### src/rtl/gray_counter.sv
// Up/down binary counter with a registered Gray-code image and a one-cycle wrap pulse.
// Parallel load accepts either binary or Gray-coded values.
module gray_counter #(
  parameter int WIDTH     = 4,
  parameter int RESET_VAL = 0
) (
  input  logic             clk,
  input  logic             rst_n,
  input  logic             en,
  input  logic             up_dn,
  input  logic             load,
  input  logic             load_gray,
  input  logic [WIDTH-1:0] load_val,
  output logic [WIDTH-1:0] bin_out,
  output logic [WIDTH-1:0] gray_out,
  output logic             wrap
);

  localparam logic [WIDTH-1:0] RST_BIN  = RESET_VAL[WIDTH-1:0];
  localparam logic [WIDTH-1:0] RST_GRAY = RST_BIN ^ (RST_BIN >> 1);
  localparam logic [WIDTH-1:0] ALL_ONES = {WIDTH{1'b1}};

  function automatic logic [WIDTH-1:0] to_gray(input logic [WIDTH-1:0] b);
    return b ^ (b >> 1);
  endfunction

  function automatic logic [WIDTH-1:0] to_bin(input logic [WIDTH-1:0] g);
    logic [WIDTH-1:0] b;
    b = '0;
    b[WIDTH-1] = g[WIDTH-1];
    for (int i = WIDTH - 2; i >= 0; i--) begin
      b[i] = b[i+1] ^ g[i];
    end
    return b;
  endfunction

  logic [WIDTH-1:0] bin_p0;
  logic             wrap_p0;

  // Stage 0: next count; load wins over en, and only a count step can wrap.
  always_comb begin
    bin_p0  = bin_out;
    wrap_p0 = 1'b0;
    if (load) begin
      bin_p0 = load_gray ? to_bin(load_val) : load_val;
    end else if (en) begin
      if (up_dn) begin
        bin_p0  = bin_out + 1'b1;
        wrap_p0 = (bin_out == ALL_ONES);
      end else begin
        bin_p0  = bin_out - 1'b1;
        wrap_p0 = (bin_out == '0);
      end
    end
  end

  // Stage 1: binary and Gray images share one edge so they are always coherent.
  always_ff @(posedge clk or negedge rst_n) begin
    if (!rst_n) begin
      bin_out  <= RST_BIN;
      gray_out <= RST_GRAY;
      wrap     <= 1'b0;
    end else begin
      bin_out  <= bin_p0;
      gray_out <= to_gray(bin_p0);
      wrap     <= wrap_p0;
    end
  end

endmodule
### config.mk
export PLATFORM = sky130hd
export DESIGN_NAME = gray_counter
export DESIGN_NICKNAME = d
export VERILOG_FILES = /design/src/rtl/gray_counter.sv
export SDC_FILE = /design/constraint.sdc
export NUM_CORES = 1
export LEC_CHECK = 0
export ABC_AREA = 1
export BUFFER_PORTS_ARGS = -buffer_cell sky130_fd_sc_hd__buf_2
export CELL_PAD_IN_SITES_DETAIL_PLACEMENT = 1
export CELL_PAD_IN_SITES_GLOBAL_PLACEMENT = 1
export CORE_UTILIZATION = 36
export DETAILED_ROUTE_END_ITERATION = 8
export PLACE_DENSITY = 0.85
export REMOVE_ABC_BUFFERS = 1
export SYNTH_ARGS = -nofsm -noshare
export SYNTH_HDL_FRONTEND = slang
export SYNTH_SLANG_ARGS = --single-unit
### constraint.sdc
create_clock -name clk -period 3.8 [get_ports clk]
set_input_delay 0 -clock clk [delete_from_list [all_inputs] [get_ports clk]]
set_output_delay 0 -clock clk [all_outputs]
set_load 0.005 [all_outputs]
==> run summary, run 1 <==
yosys warns = 0
Crit path max-delay family = adder cells
Die Y = 43.2 um
clock-pin transition on the worst setup and hold timing paths = 50 ps
hpwl dp = 1230 um
Synth cell types = 21
compound-cell area share of the yosys netlist = 10.7%
CP max stage delay = 430 ps
clock tree sinks = 8
die width = 43.2 um
CP Capture Type = flip-flop
fmax = 611 MHz
Slew HR = 85.4%
Worst Max-Slew Pin Slew = 217 ps
crit path DAT = 1760 ps
Final #Nets = 121
Sum Neg Setup Slack = 0 ps
final core occ = 48.4%
Sw Pwr = 0.0934 mW
crit path buf inv count = 2
post_cts resized = 0
GRT Resource Usage Total = 18.7%
largest net degree at the start of global routing = 9
Peak VDD IR = 0.157 mV
DRT iter0 DRCs = 10
critical-path cell list = inv_1 -> fa_1 -> xor2_1 -> nand2_1 -> nand2_1 -> nand2_2 -> inv_2 -> xor2_1
post-DR vias/cell = 5.09
clock tree buffer depth = 2
crit path kind = reg2reg
CTS Buf Count = 3
H-tree Lvls = 1
Rows = 14
most frequent cells in the layout = nand2_1, buf_2, nand3_1
Routability Congestion = 0.823
leakage = 0.434 nW
critical path required time = 3930 ps
Hold Path Class = in2reg
Synth Cell Area = 611 sq um
max-slew violations = 0
pwr dens = 365 nW/um^2
drt total wl = 1380 um
Internal Power = 0.179 mW
antenna violations before repair = 0
Worst path slowest cell = fa_1
die area = 1860 sq um
layout cell share with drive strength beyond 1 = 34.0%
Initial Util = 39.6%
MaxCap Viol Count = 0
Period minus WS final = 1640 ps
mux share of post-synthesis cell area = 0%
P&R area growth vs syn = 22.1%
#FFs+latches synth = 8
outcome = completed
Simple-Gate Fraction of Synth Area = 36.5%
antenna-violating nets left = 0
Overall Power = 0.272 mW
clock group share of total power = 22.5%
Sw Share = 34.3%
commonest non-fill, non-tap cell in the layout = nand2_1
largest family of logic cells by synthesized area = simple AND/OR/NAND/NOR gates
Hold Fails Final Rpt = 0
Syn Inst Count = 85
Clock Root Buffer = clkbuf_4
R2R setup slack = 2160 ps
unrepaired setup endpoints after global routing = false
core area = 1540 sq um
Top Ports = 19
Logic pwr share = 37.8%
global-route wire length before repair = 2570 um
skew final = 2.88 ps
vias in the first global route = 646
# setup viols final = 0
crit start category = flip-flop
port buffer count = 18
clock latency on the worst-skew pair = 250 ps
DRC = 0
fillers = 213
xor and xnor area share after synthesis = 2.87%
post-DR wirelength/cell = 11.3 um
Overflow after GRT = 0
crit share post-route = 43.1%
CTS tree = done
largest fanout on the critical path = 5
vias = 621
syn avg cell area = 7.18 sq um
sequential area share after synthesis = 32.8%
register share of total power = 39.7%
Inserted Diodes = 0
First-pass DRT Iterations = 4
adder-cell area share of the yosys netlist = 7.38%
[per-layer routing]
layer | vias up | global-route usage, % | wire [um]
li1 | 315 | - | -
met1 | 287 | 21.5 | 588
met2 | 19 | 34.9 | 727
met3 | 0 | 5.11 | 66
met4 | 0 | 1.82 | 0
met5 | - | 0 | 0
[final cells by class]
class	instances	area, sq um	area share [%]
inverters	14	52.6	7.05
flip-flops and latches	8	200	26.8
clock buffers	3	22.5	3.02
repair buffers	19	100	13.4
well taps	16	20.0	2.68
multi-input cells	62	350	47.0
[power by group through the flow]
stage          Combinational, mW  Sequential, mW  Clock, mW
2_1_floorplan             0.0617           0.111          0
3_3_place_gp              0.0998           0.109          0
3_5_place_dp               0.104           0.110          0
4_1_cts                    0.105           0.108     0.0647
5_1_grt                    0.122           0.110     0.0689
6_report                   0.103           0.108     0.0613
[worst register-to-register path, delay by kind of cell, from the launching register on]
| kind | cells | cell delay [ps] |
|---|---|---|
| simple gates | 3 | 200 |
| flops | 1 | 400 |
| fa+ha+maj | 1 | 430 |
| xor+xnor | 2 | 330 |
| buf+inv | 2 | 160 |
[sequential cells by signal (all words and copies together), names as in the netlist]
name,count
gray_out,3
bin_out,4
wrap,1
[cells in the mapped netlist (all sizes together)]
| library cell | count | area share, % |
|---|---|---|
| o21ai | 1 | 0.82 |
| or2 | 1 | 1.0 |
| a21boi | 1 | 1.8 |
| nand2 | 33 | 24 |
| nor2 | 3 | 1.8 |
| a41oi | 2 | 2.9 |
| xor2 | 2 | 2.9 |
| nor3 | 1 | 0.82 |
| buf | 1 | 1.2 |
| a21oi | 3 | 3.1 |
| inv | 14 | 8.6 |
| o211ai | 1 | 2.0 |
| nand3 | 10 | 8.2 |
| dfrtp | 8 | 33 |
| ha | 2 | 4.1 |
| or3 | 1 | 1.0 |
| fa | 1 | 3.3 |
[final timing paths]
path | from | endpoint | depth (start not counted)
worst max-delay path | bin_out[0] | gray_out[1] | 8
worst min-delay path | en | wrap | 3
worst max register to register | bin_out[0] | gray_out[1] | 8
worst min register to register | bin_out[2] | wrap | 2
max in group asynchronous | rst_n | gray_out[0] | 2
min in group asynchronous | rst_n | wrap | 2
[kinds of logic after synthesis]
| group | Yosys count |
|---|---|
| xor gates and xnor gates | 2 |
| adders and majority gates | 3 |
| DFF | 8 |
| and+or+nand+nor | 49 |
| buffers and inverters | 15 |
| AOI/OAI and AO/OA | 8 |
[through the flow]
stage / setup WS, ps / hold slack [ps] / cell area [sq um] / instances
after floorplan: 2290 / -296 / 603 / 84
after global placement: 2230 / -155 / 713 / 118
after detailed placement: 2160 / -155 / 713 / 118
after CTS: 2150 / 40.4 / 746 / 122
after global routing: 2010 / 60.7 / 746 / 122
final: 2160 / 48.0 / 746 / 122
[repair_timing]
| action | CTS | global route |
|---|---|---|
| setup endpoints to repair | 0 | 0 |
| hold buffers | 1 | 0 |
| buffers inserted | 0 | 0 |
| endpoints found under the hold margin | 8 | 0 |
Note: power is estimated with default switching activity, not from simulation.
==> run 2: changes to the inputs <==
--- a/config.mk
+++ b/config.mk
@@ -9,9 +9,10 @@
 export BUFFER_PORTS_ARGS = -buffer_cell sky130_fd_sc_hd__buf_2
 export CELL_PAD_IN_SITES_DETAIL_PLACEMENT = 1
 export CELL_PAD_IN_SITES_GLOBAL_PLACEMENT = 1
-export CORE_UTILIZATION = 36
+export CORE_ASPECT_RATIO = 0.7
+export CORE_UTILIZATION = 30
 export DETAILED_ROUTE_END_ITERATION = 8
-export PLACE_DENSITY = 0.85
+export PLACE_DENSITY = 0.76
 export REMOVE_ABC_BUFFERS = 1
 export SYNTH_ARGS = -nofsm -noshare
 export SYNTH_HDL_FRONTEND = slang
==> constraint.sdc (replaced) <==
create_clock -name clk -period 1.34 [get_ports clk]
set_input_delay 0 -clock clk [delete_from_list [all_inputs] [get_ports clk]]
set_output_delay 0 -clock clk [all_outputs]
set_load 0.005 [all_outputs]
==> run summary, run 2 (synthesis results as in run 1) <==
vias in the first global route = 639
layout cell share with drive strength beyond 1 = 46.6%
outcome = finished with violations
Hold Path Class = in2reg
# setup viols final = 5
Peak VDD IR = 0.553 mV
post-DR vias/cell = 4.78
critical path required time = 1530 ps
largest registers in the final layout = bin_out: 4 flops, gray_out: 3 flops, wrap: 1 flops
crit share post-route = 117%
Initial Util = 32.4%
pwr dens = 1040 nW/um^2
Hold Fails Final Rpt = 0
antenna violations before repair = 0
leakage = 0.483 nW
placed cell areas = 773 sq um
drt total wl = 1800 um
largest fanout on the critical path = 2
Top Ports = 19
crit path kind = reg2reg
clock latency on the worst-skew pair = 250 ps
vias = 659
clock tree sinks = 8
largest net degree at the start of global routing = 9
H-tree Lvls = 1
Final #Nets = 131
DRT iter0 DRCs = 5
fmax = 639 MHz
DRC = 0
Overflow after GRT = 0
number of flip-flops in the largest register = 4
hpwl dp = 1510 um
GR Util met1 = 22.2%
final core occ = 45.0%
layer with the highest usage = met2
post-DR wirelength/cell = 13.1 um
setup ws final = -226 ps
die width = 55.9 um
Period minus WS final = 1570 ps
skew final = 1.42 ps
crit start category = flip-flop
met3 usage = 4.29%
Slew HR = 85.1%
CTS Buf Count = 3
Top reg by flops = bin_out
Layout Cell Area excl Fill = 848 sq um
antenna-violating nets left = 0
Die Y = 39.7 um
GRT Resource Usage Total = 19.0%
Min Hold Slack = 51.5 ps
max-slew violations = 0
CP Capture Type = flip-flop
Overall Power = 0.881 mW
Cell Count, Final, Fillers Out = 138
CTS tree = done
MaxCap Viol Count = 0
met2 Use GR = 35.2%
most frequent cells in the layout = nand2_1, buf_2, buf_4
failing checks = setup timing
P&R area growth vs syn = 38.9%
crit path DAT = 1750 ps
Routability Congestion = 0.798
port buffer count = 18
global-route wire length before repair = 2950 um
Inserted Diodes = 0
Worst Max-Slew Pin Slew = 222 ps
clock-pin transition on the worst setup and hold timing paths = 50 ps
First-pass DRT Iterations = 4
die area = 2220 sq um
commonest non-fill, non-tap cell in the layout = nand2_1
Rows = 13
Clock Root Buffer = clkbuf_4
placed cells = 131
core area = 1890 sq um
unrepaired setup endpoints after global routing = true
clock tree buffer depth = 2
-- run 2: area by class of cell --
cell class | count | area [sq um]
Fill cell | 242 | 1040
Sequential cell | 8 | 200
Inverter | 14 | 52.6
Tap cell | 22 | 27.5
Multi-Input combinational cell | 62 | 370
Clock buffer | 3 | 22.5
Timing Repair Buffer | 29 | 175
-- run 2: routing by layer --
| layer | up-vias | wire length, um | part of all wire (%) |
|---|---|---|---|
| li1 | 335 | - | - |
| met5 | - | 0 | 0 |
| met3 | 4 | 94 | 5.2 |
| met4 | 0 | 33 | 1.8 |
| met1 | 302 | 818 | 45 |
| met2 | 18 | 856 | 47 |
-- run 2: worst paths after layout --
kind                       startpoint     endpoint  slack (ps)  cells after the start
setup / recovery           bin_out[0]  gray_out[0]        -230                      6
hold / removal                     en         wrap          50                      3
setup reg to reg           bin_out[0]  gray_out[0]        -230                      6
hold reg to reg            bin_out[3]   bin_out[3]         810                      4
max in group asynchronous       rst_n  gray_out[2]        1040                      2
min in group asynchronous       rst_n  gray_out[0]         140                      2
-- run 2: worst max-delay path: stages, from the launching register on --
cell and delay (ps):
dfrtp_1 390, inv_2 80, fa_2 460, o211ai_2 210
a21boi_2 210, nand3_1 80, nand2_1 80
-- run 2: report_power, final --
group          total, mW  switching, mW  internal [mW]
Clock              0.179         0.0768          0.102
Sequential         0.302         0.0209          0.281
Combinational      0.400          0.216          0.185
Total              0.881          0.313          0.568
-- run 2: timing repair --
item                                    in CTS  in global routing
resized for setup                            6                  2
hold buffers                                 1                  0
setup buffers                                2                  1
endpoints found under the hold margin        8                  0
endpoints found under the setup margin       5                  6
pin swaps                                    5                  6
-- run 2: per-stage QoR --
step	setup slack, ps	setup TNS [ps]
finish	-226	-888
global route	-328	-1320
CTS	-219	-856
detailed placement	-250	-946
global placement	-195	-622
floorplan	-166	-442
==> run 3: changes to the inputs <==
--- a/config.mk
+++ b/config.mk
@@ -6,12 +6,11 @@
 export NUM_CORES = 1
 export LEC_CHECK = 0
 export ABC_AREA = 1
-export BUFFER_PORTS_ARGS = -buffer_cell sky130_fd_sc_hd__buf_2
 export CELL_PAD_IN_SITES_DETAIL_PLACEMENT = 1
 export CELL_PAD_IN_SITES_GLOBAL_PLACEMENT = 1
-export CORE_ASPECT_RATIO = 0.7
-export CORE_UTILIZATION = 30
+export CORE_UTILIZATION = 37
 export DETAILED_ROUTE_END_ITERATION = 8
+export DONT_BUFFER_PORTS = 1
 export PLACE_DENSITY = 0.76
 export REMOVE_ABC_BUFFERS = 1
 export SYNTH_ARGS = -nofsm -noshare
==> run summary, run 3 (synthesis results as in run 1) <==
Final #Nets = 121
clock tree sinks = 8
Worst path slowest cell = dfrtp_1
port buffer count = 0
First-pass DRT Iterations = 4
post-DR wirelength/cell = 15.9 um
max-slew violations = 0
Initial Util = 40.1%
unrepaired setup endpoints after global routing = true
Slew HR = 74.0%
fillers = 204
min-delay src = load
MaxCap Viol Count = 0
skew final = 5.12 ps
layout cell share with drive strength beyond 1 = 31.1%
critical path required time = 1470 ps
Hold Path Class = in2reg
Die Y = 42.6 um
Overflow after GRT = 0
crit path DAT = 1680 ps
crit start category = flip-flop
number of flip-flops in the largest register = 4
crit path kind = reg2reg
# setup viols final = 5
H-tree Lvls = 1
pwr dens = 1000 nW/um^2
FF-to-FF End = gray_out[2]
CP Capture Type = flip-flop
Layout Cell Area excl Fill = 838 sq um
placed cell areas = 676 sq um
critical-path cell list = buf_4 -> ha_1 -> nand2_1 -> nand2_1 -> nand2_1 -> nand2_1 -> nand2_1 -> nand2_1 -> nand3_2 -> nand2_2 -> nand2_1 -> nand2_1
core area = 1520 sq um
clock tree buffer depth = 2
commonest non-fill, non-tap cell in the layout = nand2_1
antenna violations before repair = 0
outcome = finished with violations
cell repeated most along the worst path = nand2_1
leakage = 0.448 nW
hold path cells = 3
failing checks = setup timing
Rows = 14
Peak VDD IR = 0.609 mV
Crit path max-delay family = simple AND/OR/NAND/NOR gates
CTS Buf Count = 3
crit share post-route = 116%
fmax = 646 MHz
vias = 654
Worst R2R Path Depth = 12
post-DR vias/cell = 5.36
Routability Congestion = 0.792
DRT iter0 DRCs = 5
drt total wl = 1940 um
CP max stage delay = 410 ps
Hold Fails Final Rpt = 0
CTS tree = done
R2R setup slack = -210 ps
Cell Count, Final, Fillers Out = 122
most frequent cells in the layout = nand2_1, nand3_1, dlygate4sd3_1, buf_4
Top Ports = 19
largest fanout on the critical path = 3
FF-to-FF Start = bin_out[1]
GRT Resource Usage Total = 22.9%
hold endpoint = bin_out[0]
Clock Root Buffer = clkbuf_4
crit path buf inv count = 1
hpwl dp = 1360 um
die area = 1820 sq um
placed cells = 107
largest registers in the final layout = bin_out: 4 flops, gray_out: 3 flops, wrap: 1 flops
Period minus WS final = 1550 ps
P&R area growth vs syn = 37.3%
vias in the first global route = 697
clock latency on the worst-skew pair = 250 ps
global-route wire length before repair = 3080 um
antenna-violating nets left = 0
Worst Max-Slew Pin Slew = 389 ps
die width = 42.6 um
setup ws final = -209 ps
largest net degree at the start of global routing = 9
clock-pin transition on the worst setup and hold timing paths = 60 ps
DRC = 0
Inserted Diodes = 0
Top reg by flops = bin_out
pre-CTS setup slack = -243 ps
run 3: worst max path at each step:
stage | start | endpoint | slack, ps | depth (start not counted)
final | bin_out[1] | gray_out[2] | -210 | 12
after global routing | bin_out[1] | gray_out[2] | -280 | 12
after CTS | bin_out[2] | gray_out[2] | -200 | 10
after detailed placement | bin_out[1] | gray_out[2] | -240 | 12
after global placement | bin_out[0] | gray_out[0] | -160 | 6
after floorplan | bin_out[0] | gray_out[1] | -170 | 8
run 3: layer usage:
| metal | vias to the layer above | track usage [%] | wire length, um |
|---|---|---|---|
| met2 | 12 | 45.5 | 1150 |
| met5 | - | 0 | 0 |
| met4 | 0 | 1.88 | 0 |
| met3 | 0 | 5.17 | 43 |
| met1 | 330 | 24.9 | 743 |
| li1 | 312 | - | - |
run 3: what timing repair did:
item | 4_1_cts | 5_1_grt
gates resized for setup | 5 | 2
endpoints found under the setup margin | 6 | 7
pin swaps | 2 | 2
buffers inserted | 1 | 1
hold buffers | 8 | 2
hold endpoints to repair | 14 | 2
run 3: worst reg2reg max path, stage by stage, from the launching register on:
cell,delay (ps)
dfrtp_1,410
buf_4,150
ha_1,260
nand2_1,60
nand2_1,60
nand2_1,60
nand2_1,50
nand2_1,50
nand2_1,60
nand3_2,80
nand2_2,60
nand2_1,70
nand2_1,60
run 3: layout make-up:
cell class,instances,area (sq um),share of cell area (%)
clock buffers,3,22.5,2.69
multi-input cells,62,373,44.5
flip-flops and latches,8,200,23.9
well taps,16,20.0,2.39
inverters,14,52.6,6.27
repair buffers,19,170,20.3
run 3: metrics by stage:
| stage | util (%) | power (mW) | hold WS, ps | setup TNS, ps |
|---|---|---|---|---|
| finish | 55.0 | 0.841 | 28.7 | -698 |
| detailed placement | 44.3 | 0.593 | -295 | -826 |
| global route | 55.0 | 0.905 | 50.3 | -1020 |
| CTS | 52.2 | 0.827 | -22.4 | -649 |
| global placement | 44.3 | 0.574 | -295 | -552 |
| floorplan | - | 0.490 | -296 | -442 |
run 3: power breakdown:
part           switching, mW  total [mW]  internal [mW]
Sequential            0.0340       0.316          0.282
Combinational          0.183       0.344          0.161
Clock                 0.0787       0.181          0.102
